`src/rtl/mem_arbiter.sv`:
```
// Two-requester (fetch/data) arbiter onto one memory port; grant to memReq is 1 cycle and completion is combinational on memReady.
// Optional wait-limit watchdog is enabled by defining MEM_ARB_TIMEOUT_EN.
module mem_arbiter #(
  parameter int ADDR_W         = 32,
  parameter int DATA_W         = 32,
  parameter int TIMEOUT_CYCLES = 255
) (
  input  logic              clk,
  input  logic              reset,
  input  logic              ifReq,
  input  logic [ADDR_W-1:0] ifAddr,
  output logic [DATA_W-1:0] ifData,
  output logic              ifValid,
  input  logic              dReq,
  input  logic              dWrite,
  input  logic [ADDR_W-1:0] dAddr,
  input  logic [DATA_W-1:0] dWData,
  output logic [DATA_W-1:0] dRData,
  output logic              dValid,
  output logic              memReq,
  output logic              memWrite,
  output logic [ADDR_W-1:0] memAddr,
  output logic [DATA_W-1:0] memWData,
  input  logic [DATA_W-1:0] memRData,
  input  logic              memReady,
  output logic              busy,
  output logic              timeoutErr
);

  typedef enum logic [1:0] {
    IDLE  = 2'd0,
    FETCH = 2'd1,
    DATA  = 2'd2
  } state_t;

  state_t            state;
  state_t            state_nxt;
  logic              last_data;
  logic              last_data_nxt;
  logic              grant_data;
  logic              grant_fetch;
  logic              in_xfer;
  logic              timeout_hit;
  logic [ADDR_W-1:0] addr_q;
  logic              write_q;
  logic [DATA_W-1:0] wdata_q;

  assign in_xfer = (state == FETCH) || (state == DATA);

`ifdef MEM_ARB_TIMEOUT_EN
  localparam int CNT_W = $clog2(TIMEOUT_CYCLES + 2);
  localparam logic [CNT_W-1:0] LIMIT = CNT_W'(TIMEOUT_CYCLES);

  logic [CNT_W-1:0] wait_cnt;

  assign timeout_hit = in_xfer && !memReady && (wait_cnt == LIMIT);

  always_ff @(posedge clk) begin
    if (reset) begin
      wait_cnt <= '0;
    end else if (grant_data || grant_fetch) begin
      wait_cnt <= '0;
    end else if (in_xfer && !memReady && !timeout_hit) begin
      wait_cnt <= wait_cnt + 1'b1;
    end
  end
`else
  logic unused_cfg;

  assign timeout_hit = 1'b0;
  assign unused_cfg  = (TIMEOUT_CYCLES != 0);
`endif

  // Data wins unless it was served last and fetch is also waiting, so the two alternate.
  always_comb begin
    state_nxt     = state;
    last_data_nxt = last_data;
    grant_data    = 1'b0;
    grant_fetch   = 1'b0;
    case (state)
      IDLE: begin
        if (dReq && (!ifReq || !last_data)) begin
          grant_data    = 1'b1;
          state_nxt     = DATA;
          last_data_nxt = 1'b1;
        end else if (ifReq) begin
          grant_fetch   = 1'b1;
          state_nxt     = FETCH;
          last_data_nxt = 1'b0;
        end
      end
      FETCH, DATA: begin
        if (memReady || timeout_hit) begin
          state_nxt = IDLE;
        end
      end
      default: state_nxt = IDLE;
    endcase
  end

  always_ff @(posedge clk) begin
    if (reset) begin
      state     <= IDLE;
      last_data <= 1'b0;
      addr_q    <= '0;
      write_q   <= 1'b0;
      wdata_q   <= '0;
    end else begin
      state     <= state_nxt;
      last_data <= last_data_nxt;
      if (grant_data) begin
        addr_q  <= dAddr;
        write_q <= dWrite;
        wdata_q <= dWData;
      end else if (grant_fetch) begin
        addr_q  <= ifAddr;
        write_q <= 1'b0;
        wdata_q <= '0;
      end
    end
  end

  // Reset masks every handshake output in the same cycle, ahead of any memReady.
  assign memReq     = in_xfer && !reset;
  assign busy       = in_xfer && !reset;
  assign memAddr    = addr_q;
  assign memWrite   = write_q;
  assign memWData   = wdata_q;
  assign ifValid    = !reset && (state == FETCH) && (memReady || timeout_hit);
  assign dValid     = !reset && (state == DATA) && (memReady || timeout_hit);
  assign ifData     = timeout_hit ? '0 : memRData;
  assign dRData     = timeout_hit ? '0 : memRData;
  assign timeoutErr = !reset && timeout_hit;

endmodule

```
`config.mk`:
```
export PLATFORM = sky130hd
export DESIGN_NAME = mem_arbiter
export DESIGN_NICKNAME = d
export VERILOG_FILES = /design/src/rtl/mem_arbiter.sv
export SDC_FILE = /design/constraint.sdc
export NUM_CORES = 1
export LEC_CHECK = 0
export CELL_PAD_IN_SITES_DETAIL_PLACEMENT = 0
export CELL_PAD_IN_SITES_GLOBAL_PLACEMENT = 1
export CORE_MARGIN = 1
export CORE_UTILIZATION = 21
export CTS_CLUSTER_DIAMETER = 150
export DETAILED_ROUTE_END_ITERATION = 12
export HOLD_SLACK_MARGIN = 0.08
export PLACE_DENSITY_LB_ADDON = 0.1
export SLEW_MARGIN = 20
export SYNTH_ARGS = -nofsm -noshare
export SYNTH_HDL_FRONTEND = slang
export SYNTH_SLANG_ARGS = --single-unit
```
`constraint.sdc`:
```
create_clock -name clk -period 1.6 [get_ports clk]
set_input_delay 0.24 -clock clk [delete_from_list [all_inputs] [get_ports clk]]
set_output_delay 0.24 -clock clk [all_outputs]
set_load 0.1 [all_outputs]
```
==> impl_metrics.toml <==
[worst_setup_path]
cp_num_buf_inv = 2
cp_num_cells = 4
crit_path_max_incr_delay_ns = 0.34
timing.rr.start = "state[0]$_SDFFE_PP0P_"
cp-start-kind = "register"
slowest_stage = "dfxtp_2"
path_max_fanout = 3
cp_cell_sequence = "inv_2 -> ha_4 -> nor2b_4 -> buf_12"
r2r_cells = 6
r2r_end = "memAddr[17]$_SDFFE_PP0P_"
cp_top_family = "flip-flops"
worstPathRequired_ns = 1.36
end_kind = "output port"
cp.arrival_ns = 1.38
worstSetupPathType = "reg2out"
regToRegSetupSlack_ns = 0.19

[clocking]
clockBufferDepth = 2
cts_buffers = 9
clk-insertion-delay-late_ns = 0.33
root_buffer = "clkbuf_16"
clkSinkCount = 68
path_clk_slew_ns = 0.06
hold_buffers = 0
h-tree-depth = 3
cts_tree = "yes"

[floorplanning]
core_mm2 = 0.0141
initial_core_util_pct = 21.8
dieArea_mm2 = 0.0151
die_x_um = 123
row_count = 43
die_h_um = 123
io_pins = 268

[global_route]
antenna_found_initial = 0
grt_pass1_wl_mm = 15.4
grt_pass1_vias = 2886
grt_max_degree = 34
overflow = 0
grt_usage_pct = 13.4

[yosys]
synth.area.mux_share_pct = 0
synth.distinct_cells = 24
synth_top_family_by_area = "buffers and inverters"
synthSimpleGateAreaFrac_pct = 13.1
yosys.area.top_type = "dfxtp_1"
synth-xor-area-share_pct = 0
synth_compound_area_share_pct = 20.2
synth_fa_ha_area_share_pct = 1.22
ys.flop_type = "dfxtp_1"
synth_common_cells = "dfxtp_1 (68), buf_4 (66), nor3_1 (64)"
yosysWarnings = 0
async_flop_share_pct = 0
synth_area_per_cell_um2 = 9.72
synth_top_cells_by_area = "dfxtp_1 (44%), buf_4 (16%), nor3_1 (10%)"
netlist_instances = 316
yosysMostFrequentCell = "dfxtp_1"
synth_edf_count = 0
yosysSeqAreaShare_pct = 44.3
netlist_area_mm2 = 0.00307
synth.ff_latch_count = 68
synth_top_cell_area_share_pct = 44.3
synth_fp_nets = 453

[drt]
post_drt_wl_per_cell_um = 16.5
via_per_inst = 4.45
drt_first_pass_iters = 4
wl_mm = 10.0
route.detailed.drc = 0
vias = 2713
antenna_left = 0
drt_iter0_drc = 119

[hold_path]
hp-class = "in2reg"
holdCritStartpoint = "reset"
holdPathEnd = "last_data$_SDFFE_PP0P_"
min_path_cells = 2

[layout]
fin_cells = 610
layout.nets = 562
drive_above_1_share_pct = 27.7
final_core_util_pct = 39.7
filler_cell_count = 1356
syn_to_final_growth_pct = 82.2
diodes = 0
fin_area_mm2 = 0.00560

[placement]
gp_congestion = 0.709
dp_hpwl_mm = 7.33
io_buffer_count = 170
dpl_cell_area_mm2 = 0.00526
dp.cells = 592

[sta]
slew_viol_final = 0
period_minus_slack_ns = 1.62
setup_viol = 2
fmax_ghz = 0.619
post-route-period-util_pct = 101
final_hold_viol_count = 0
worst_slack_ns = -0.0164
worst_clock_skew_ns = 0.00366
hold-worst-slack_ns = 0.351
rsz0062_at_grt = "true"

[status]
violations = "setup timing"
status = "complete, but fails checks"

[power]
power_leakage_uw = 0.00211
worst_ir_drop_vdd_v = 0.000537
p_per_area_mw_per_mm2 = 1310

[flow_run]
drv_cap = 0
[metal layers]
layer  GRT usage [%]  wire length (um)
met1            15.3              4010
met2            21.3              4730
met3            6.32              1080
met4            5.95               216
met5               0                 0
[timing repair]
| item | CTS | global route |
|---|---|---|
| buffers inserted | 2 | 0 |
| setup endpoints to repair | 2 | 4 |
| resized for setup | 0 | 3 |
| pin swaps | 1 | 2 |
| endpoints found under the hold margin | 0 | 0 |
[worst max-delay path by stage]
stage,startpoint,endpoint,slack [ns]
finish,state[0]$_SDFFE_PP0P_,memReq,-0.02
floorplan,state[0]$_SDFFE_PP0P_,memReq,-0.07
detailed placement,dReq,memAddr[26]$_SDFFE_PP0P_,-0.13
global route,state[0]$_SDFFE_PP0P_,busy,-0.07
CTS,state[0]$_SDFFE_PP0P_,busy,-0.04
global placement,dReq,memAddr[18]$_SDFFE_PP0P_,-0.09
[cells by family (layout without fill, tap and decap cells)]
kind of cell | count (synthesis) | after routing
adders and majority gates | 3 | 3
buffers and inverters | 96 | 210
AOI/OAI and AO/OA | 73 | 73
other | 1 | 1
and+or+nand+nor | 75 | 75
DFF | 68 | 68
[final cells by class]
cell class              count  area, um^2  share of cell area [%]
clock buffers               9         225                    4.02
clock inverters             7         100                    1.79
inverters                   3        11.3                   0.201
multi-input cells         152        1090                    19.5
flip-flops and latches     68        1360                    24.4
well taps                 180         225                    4.02
repair buffers            191        2580                    46.1
[sequential cells by signal (all words and copies together) (netlist names)]
register and count:
last_data 1, memAddr 32, memWData 32, memWrite 1, state 2
[cells in the final DEF, fill, tap and decap left out, types with 2 or more instances in the layout]
| cell | n |
|---|---|
| clkdlybuf4s50_1 | 100 |
| buf_12 | 72 |
| dfxtp_1 | 66 |
| nor3_1 | 64 |
| a22o_1 | 33 |
| o32ai_1 | 32 |
| buf_4 | 18 |
| clkbuf_16 | 9 |
| a21oi_1 | 3 |
| clkinvlp_4 | 3 |
| inv_2 | 2 |
| and3b_2 | 2 |
| o21ai_0 | 2 |
| or3_1 | 2 |
| bufinv_16 | 2 |
| dfxtp_2 | 2 |
[stage by stage]
| stage | setup TNS, ns | worst slack, ns | power, uW |
|---|---|---|---|
| 2_1_floorplan | -0.0689 | -0.0689 | 4670 |
| 3_3_place_gp | -4.15 | -0.0937 | 5240 |
| 3_5_place_dp | -6.55 | -0.132 | 5240 |
| 4_1_cts | -0.104 | -0.0450 | 7480 |
| 5_1_grt | -0.181 | -0.0711 | 7670 |
| 6_report | -0.0324 | -0.0164 | 7360 |
[worst reg2reg max path: stages (launching register included)]
cell	delay [ns]
dfxtp_2	0.33
inv_2	0.08
ha_4	0.17
inv_1	0.10
buf_4	0.22
o32ai_1	0.30
nor3_1	0.08
[where the power goes]
group | total [uW] | internal [uW] | switching (uW)
logic | 3110 | 1220 | 1890
registers | 2080 | 1890 | 198
clock network | 2170 | 1370 | 798
total | 7360 | 4480 | 2880
Power figures use the tool's default switching activity.
